===== config.mk =====
export PLATFORM = sky130hd
export DESIGN_NAME = mem_port_arbiter
export DESIGN_NICKNAME = d
export VERILOG_FILES = /design/src/rtl/mem_port_arbiter.sv
export SDC_FILE = /design/constraint.sdc
export NUM_CORES = 1
export LEC_CHECK = 0
export ABC_AREA = 1
export CAP_MARGIN = 5
export CORE_AREA = 5 5 107 109
export DETAILED_ROUTE_END_ITERATION = 6
export DIE_AREA = 0 0 112 114
export PLACE_DENSITY = 0.68
export SETUP_SLACK_MARGIN = 0.4
export SKIP_CTS_REPAIR_TIMING = 1
export SYNTH_ARGS = -nofsm -noshare
export SYNTH_HDL_FRONTEND = slang
export SYNTH_SLANG_ARGS = --single-unit

===== constraint.sdc =====
create_clock -name clk -period 2.1 [get_ports clk]
set_clock_uncertainty 0.1 [all_clocks]
set_input_delay 0.42 -clock clk [delete_from_list [all_inputs] [get_ports clk]]
set_output_delay 0.42 -clock clk [all_outputs]
set_load 0.01 [all_outputs]

===== src/rtl/mem_port_arbiter.sv =====
// Arbitrates one single-port synchronous SRAM between instruction fetch and data access.
// Optional fetch anti-starvation guard is enabled with `define STARVE_GUARD_EN.
module mem_port_arbiter #(
    parameter int ADDR_W     = 32,
    parameter int DATA_W     = 32,
    parameter int STARVE_MAX = 4,
    parameter int CNT_W      = 16
) (
    input  logic              clk,
    input  logic              resetn,
    input  logic              i_req,
    input  logic [ADDR_W-1:0] i_addr,
    output logic              i_gnt,
    output logic              i_stall,
    output logic              i_rvalid,
    output logic [DATA_W-1:0] i_rdata,
    input  logic              d_req,
    input  logic              d_we,
    input  logic [ADDR_W-1:0] d_addr,
    input  logic [DATA_W-1:0] d_wdata,
    output logic              d_gnt,
    output logic              d_rvalid,
    output logic [DATA_W-1:0] d_rdata,
    output logic              sram_en,
    output logic              sram_we,
    output logic [ADDR_W-1:0] sram_addr,
    output logic [DATA_W-1:0] sram_wdata,
    input  logic [DATA_W-1:0] sram_rdata,
    output logic [CNT_W-1:0]  conflict_cnt
);

    typedef enum logic [1:0] {
        PEND_NONE = 2'd0,
        PEND_INST = 2'd1,
        PEND_DATA = 2'd2
    } pend_e;

    pend_e             pend_q, pend_d;
    logic [CNT_W-1:0]  conflict_q, conflict_d;
    logic              starve_win;

`ifdef STARVE_GUARD_EN
    localparam int SW = $clog2(STARVE_MAX + 1);
    logic [SW-1:0] starve_q, starve_d;

    assign starve_win = (starve_q == SW'(STARVE_MAX));

    always_comb begin
        starve_d = starve_q;
        if (!i_req || i_gnt)
            starve_d = '0;
        else if (starve_q != SW'(STARVE_MAX))
            starve_d = starve_q + SW'(1);
    end

    always_ff @(posedge clk) begin
        if (!resetn) starve_q <= '0;
        else         starve_q <= starve_d;
    end
`else
    logic unused_starve_max;
    assign unused_starve_max = (STARVE_MAX > 0);
    assign starve_win        = 1'b0;
`endif

    // Grants are combinational; data wins unless the starvation guard has fired.
    always_comb begin
        i_gnt = 1'b0;
        d_gnt = 1'b0;
        if (resetn) begin
            if (starve_win && i_req) i_gnt = 1'b1;
            else if (d_req)          d_gnt = 1'b1;
            else if (i_req)          i_gnt = 1'b1;
        end
    end

    assign i_stall = i_req & ~i_gnt;
    assign sram_en = i_gnt | d_gnt;

    always_comb begin
        sram_we    = 1'b0;
        sram_addr  = '0;
        sram_wdata = '0;
        if (d_gnt) begin
            sram_we    = d_we;
            sram_addr  = d_addr;
            sram_wdata = d_wdata;
        end else if (i_gnt) begin
            sram_addr  = i_addr;
        end
    end

    // Remember who owns the read data returning next cycle; writes return nothing.
    always_comb begin
        pend_d = PEND_NONE;
        if (i_gnt)              pend_d = PEND_INST;
        else if (d_gnt && !d_we) pend_d = PEND_DATA;
    end

    always_comb begin
        conflict_d = conflict_q;
        if (i_req && d_req && (conflict_q != {CNT_W{1'b1}}))
            conflict_d = conflict_q + CNT_W'(1);
    end

    always_ff @(posedge clk) begin
        if (!resetn) begin
            pend_q     <= PEND_NONE;
            conflict_q <= '0;
        end else begin
            pend_q     <= pend_d;
            conflict_q <= conflict_d;
        end
    end

    assign i_rvalid     = (pend_q == PEND_INST);
    assign d_rvalid     = (pend_q == PEND_DATA);
    assign i_rdata      = i_rvalid ? sram_rdata : '0;
    assign d_rdata      = d_rvalid ? sram_rdata : '0;
    assign conflict_cnt = conflict_q;

endmodule


==> flow_summary.toml, run 1 <==
[sta]
hold_ws_ns = 0.261
slew_violations = 0
fin_crit_ns = 1.86
relSlewSlack_pct = 78.7
setup_ws_ns = 0.240
period_share_pct = 88.6
finalSetupViolCount = 0
rsz0062_at_grt = "true"
tns_ns = 0
max_freq_mhz = 538
worst_pin_slew_ns = 0.318
hold_viol_final = 0

[clock_tree]
clk_latency_ns = 0.25
htree_levels = 1
clock-root-buffer = "clkbuf_8"
cts_tree = "done"
cts.path.max_buffers = 2
clock-sinks = 18
cts_made_buffers = 3
clkTransAtPathRegs_ns = 0.07

[place]
place_ws_ns = -0.664
portBuffers = 283
dpl-instance-area_sq_mm = 0.00513
gp_routability_congestion = 0.884
dpl.hpwl_um = 10600

[run]
drv_cap = 0

[worst_setup_path]
timing.rr.start = "conflict_cnt[0]"
criticalPathCategory = "reg -> out"
crit_path_start = "pend_q[1]"
reg2reg_slack_ns = 0.52
endpoint_kind = "primary output"
r2r_end = "conflict_cnt[1]"
cp_max_fo = 8
crit_path_end = "d_rdata[13]"
cp_slowest_cell = "dfxtp_2"
startpoint_type = "flop"
slowest_delay_ns = 0.34
r2r_cells = 9
worst-path-stages = 6
cp_data_required_time_ns = 1.58
worstPathCellList = "inv_4 > nor2_4 > clkinv_4 > clkbuf_16 > nor2_2 > buf_2"
cp.arrival_ns = 1.34
worst_path_dominant_cell_family = "buffers and inverters"
critPathBufInv = 4

[yosys]
synthCells = 378
yosysSeqAreaShare_pct = 17.9
synth-seq-cells = 18
synth_area_sq_mm = 0.00201
syn_nets = 512
ys_types = 26
yosysWarnings = 0
syn_avg_cell_area_sq_um = 5.32

[layout]
final_cell_mix = "107 x nor2_1, 100 x clkdlybuf4s50_1, 94 x buf_2, 60 x inv_1, 47 x dlymetal6s2s_1"
nNetsFinal = 816
antenna_cells = 0
mostFrequentLayoutCell = "nor2_1"
fin_area_sq_mm = 0.00533
area_growth_pct = 165
drive_above_1_share_pct = 38.2

[global_route]
gr-total-overflow = 0
grt_start_max_net_pins = 35
grt_pass1_wl_um = 17800
grt_pass1_vias = 3295
grt_antenna_before_repair = 1
track_usage_pct = 17.2

[floorplanning]
core_area_sq_mm = 0.0105
core.rowCount = 38
start_util_pct = 19.1
die_h_um = 114
die_area_sq_mm = 0.0128
io_pins = 284
die_w_um = 112

[power]
p_per_area_mw_per_mm2 = 264
p_leak_nw = 3.23
ir_drop_v = 0.000242

[routing]
wirelength_um = 13600
vias = 3560
highest_layer = "met5"
wl_per_cell_um = 16.6
routed-wl-met2_um = 6770
wl_met3_um = 1510
first_pass_iters = 5
drc_errors = 0
detail-route-antenna-nets = 0
wl_met1_um = 5020
drt_iter0_drc = 179
vias_per_cell = 4.34

[run_status]
status = "completed"

[worst_hold_path]
min_path_type = "in -> reg"
hold_path_depth = 2
==> routing by layer <==
| layer | vias up | track usage (%) |
|---|---|---|
| met3 | 31 | 7.37 |
| met1 | 1587 | 19.3 |
| met4 | 2 | 2.80 |
| met2 | 209 | 30.8 |
| met5 | - | 0 |
| li1 | 1731 | - |
==> worst reg2reg max path, delay by kind of cell (launching register included) <==
kind | cells | cell delay (ns)
DFF | 1 | 0.37
AOI/OAI and AO/OA | 1 | 0.13
adders and majority gates | 1 | 0.13
buffers and inverters | 1 | 0.16
and+or+nand+nor | 6 | 0.58
==> Yosys cell counts <==
library cell  number  area, sq um
o21ai_1            7         35.0
dfxtp_1           18          360
xnor2_1            4         35.0
nand2_1           44          165
a21oi_1            1         5.00
a22o_1            32          280
ha_1               1         12.5
buf_6              1         11.3
nand3_1            4         20.0
and3_1             1         6.26
nand4_1            1         6.26
nand3_2            2         20.0
nor2_2             5         31.3
nor3_1             1         5.00
nor2_4             1         11.3
nand2_2            2         12.5
nor2_1           140          526
inv_2              5         18.8
o21ai_0            4         20.0
buf_2              8         40.0
nand3b_1           1         7.51
clkbuf_1           9         33.8
nor3_4             1         16.3
inv_1             82          308
xor2_1             2         17.5
o21bai_1           1         7.51
==> area by class of cell <==
type | instances | area (sq um)
timing repair buffer | 317 | 2890
inverter | 87 | 344
multi-input combinational | 255 | 1500
clock buffer | 3 | 41.3
sequential | 18 | 380
tap | 140 | 175
fill | 1028 | 5180
==> report_power, final <==
| group | switching [mW] | leakage [nW] | internal [mW] |
|---|---|---|---|
| Clock | 0.114 | 0.0216 | 0.128 |
| Combinational | 0.337 | 3.06 | 0.449 |
| Sequential | 0.0217 | 0.152 | 0.357 |
==> registers in the layout, indices dropped and copies added (netlist names) <==
signal and count:
pend_q 2, conflict_cnt 16
==> worst min-delay path by stage <==
stage | start | slack, ns | endpoint
6_report | d_req | 0.26 | pend_q[0]
5_1_grt | d_req | 0.26 | pend_q[0]
4_1_cts | conflict_cnt[4] | 0.43 | conflict_cnt[4]
3_5_place_dp | conflict_cnt[4] | 0.42 | conflict_cnt[4]
3_3_place_gp | conflict_cnt[4] | 0.41 | conflict_cnt[4]
2_1_floorplan | d_we | 0.39 | pend_q[1]
==> cells by family (layout without fill, tap and decap cells) <==
| family | Yosys count | count (layout) | synth area share [%] |
|---|---|---|---|
| AO/OA/AOI/OAI | 45 | 45 | 17.3 |
| XOR/XNOR | 6 | 6 | 2.61 |
| adder cells (fa/ha/maj) | 1 | 1 | 0.622 |
| buffers and inverters | 105 | 407 | 20.5 |
| flip-flops | 18 | 18 | 17.9 |
| AND/OR/NAND/NOR | 203 | 203 | 41.1 |
==> through the flow <==
step	cells	utilization, %	total power [mW]
6_report	820	50.7	1.41
2_1_floorplan	378	-	0.627
3_3_place_gp	801	48.8	1.16
3_5_place_dp	801	48.8	1.17
5_1_grt	820	50.7	1.49
4_1_cts	804	49.2	1.41
Power figures use the tool's default switching activity.
==> inputs of run 2 (changes only) <==
==> constraint.sdc (replaced) <==
create_clock -name clk -period 2.18 [get_ports clk]
set_clock_uncertainty 0.1 [all_clocks]
set_input_delay 0.218 -clock clk [delete_from_list [all_inputs] [get_ports clk]]
set_output_delay 0.218 -clock clk [all_outputs]
set_load 0.01 [all_outputs]
==> flow_summary.toml, run 2 (synthesis results as in run 1) <==
[run_status]
status = "completed"

[layout]
nNetsFinal = 797
mostFrequentLayoutCell = "clkdlybuf4s50_1"
fin_area_sq_mm = 0.00544
fillers = 1009
drive_above_1_share_pct = 6.66
final_util_pct = 51.7
final_cell_mix = "164 x clkdlybuf4s50_1, 138 x nor2_1, 115 x dlymetal6s2s_1, 81 x inv_1, 43 x nand2_1"
area_growth_pct = 170
final_cell_count_no_fill = 802
largest_reg_flops = 16

[routing]
wl_per_cell_um = 16.9
drc_errors = 0
vias = 3426
detail-route-antenna-nets = 0
first_pass_iters = 4
drt_iter0_drc = 260
wirelength_um = 13500
vias_per_cell = 4.27

[sta]
hold_viol_final = 0
max_freq_mhz = 585
tns_ns = 0
setup_ws_ns = 0.470
worst_pin_slew_ns = 0.362
slew_violations = 0
finalSetupViolCount = 0
rsz0062_at_grt = "false"
period_share_pct = 78.5
relSlewSlack_pct = 75.8
hold_ws_ns = 0.151
fin_crit_ns = 1.71

[power]
p_leak_nw = 4.20
p_sw_mw = 0.419
power_mw = 1.33
pwr-share-seq_pct = 27.3
p_comb_share_pct = 55.0
clkPwrFrac_pct = 17.8
swShare_pct = 31.4
p_per_area_mw_per_mm2 = 245
ir_drop_v = 0.000211
p_int_mw = 0.915

[clock_tree]
cts.path.max_buffers = 2
cts_tree = "done"
htree_levels = 1
cts_made_buffers = 3
clk_latency_ns = 0.25
clkTransAtPathRegs_ns = 0.07
clock-sinks = 18
clock-root-buffer = "clkbuf_8"

[place]
dpl.hpwl_um = 11100
dpl-instance-area_sq_mm = 0.00506
portBuffers = 283
place_ws_ns = -0.175
dp_cells = 796
gp_routability_congestion = 0.911

[worst_setup_path]
cp_data_required_time_ns = 1.86
r2r_cells = 11
cp.arrival_ns = 1.39
endpoint_kind = "primary output"
cp_max_fo = 22
reg2reg_slack_ns = 0.52
timing.rr.start = "conflict_cnt[1]"
r2r_end = "conflict_cnt[8]"
criticalPathCategory = "in -> out"
startpoint_type = "primary input"

[floorplanning]
core_area_sq_mm = 0.0105
io_pins = 284
core.rowCount = 38
start_util_pct = 19.1
die_area_sq_mm = 0.0128
die_w_um = 112
die_h_um = 114

[worst_hold_path]
hp-start = "d_req"
whs_endpoint = "pend_q[0]"
min_path_type = "in -> reg"
hold_path_depth = 2

[global_route]
grt_start_max_net_pins = 35
track_usage_pct = 17.9
gr-total-overflow = 0
grt_pass1_vias = 3197
grt_antenna_before_repair = 6
grt_pass1_wl_um = 18100

[run]
drv_cap = 0
## run 2: cell types whose count changed in the layout (fill, tap and decap cells not counted), moves of 6 or more
cell	before	now
dlymetal6s2s_1	47	115
nor2_1	107	138
nor2_2	13	6
dfxtp_1	8	16
buf_6	31	0
nor2_4	26	2
inv_2	22	6
clkdlybuf4s50_1	100	164
clkbuf_2	16	4
buf_4	16	10
inv_1	60	81
buf_2	94	0
## run 2: how the worst max path moves through the flow
stage | endpoint | slack (ns) | from | cells past startpoint
after floorplan | conflict_cnt[9] | 0.63 | conflict_cnt[0] | 9
after global placement | sram_addr[14] | -0.15 | resetn | 6
after detailed placement | sram_addr[7] | -0.17 | resetn | 6
after CTS | sram_addr[7] | -0.18 | resetn | 6
after global routing | sram_wdata[13] | 0.40 | d_req | 5
final | sram_wdata[12] | 0.47 | d_req | 5
## run 2: final cells by class
| class | instances | area [sq um] | area share [%] |
|---|---|---|---|
| Sequential cell | 18 | 363 | 6.67 |
| Clock buffer | 3 | 41.3 | 0.759 |
| Timing Repair Buffer | 298 | 3280 | 60.3 |
| Tap cell | 140 | 175 | 3.22 |
| Antenna cell | 1 | 2.50 | 0.0460 |
| Multi-Input combinational cell | 255 | 1250 | 23.0 |
| Inverter | 87 | 327 | 6.01 |
## run 2: critical path, stage by stage
cell and delay, ns:
clkbuf_2 0.15, nand2_1 0.12, buf_4 0.22, nor2_1 0.11, clkdlybuf4s50_1 0.56
## run 2: layer usage
metal  routed length (um)  GRT usage, %  vias up
met1                 5420          21.4     1505
met2                 6300          29.3      196
met5                   58             0        -
met3                 1620          9.44       23
met4                  121          2.80       10
li1                     -             -     1692
## run 2: power by group through the flow
stage / sequential, mW / combinational, mW / clock, mW
6_report: 0.364 / 0.733 / 0.237
5_1_grt: 0.366 / 0.782 / 0.259
4_1_cts: 0.363 / 0.750 / 0.243
3_5_place_dp: 0.370 / 0.745 / 0
3_3_place_gp: 0.370 / 0.739 / 0
2_1_floorplan: 0.372 / 0.226 / 0
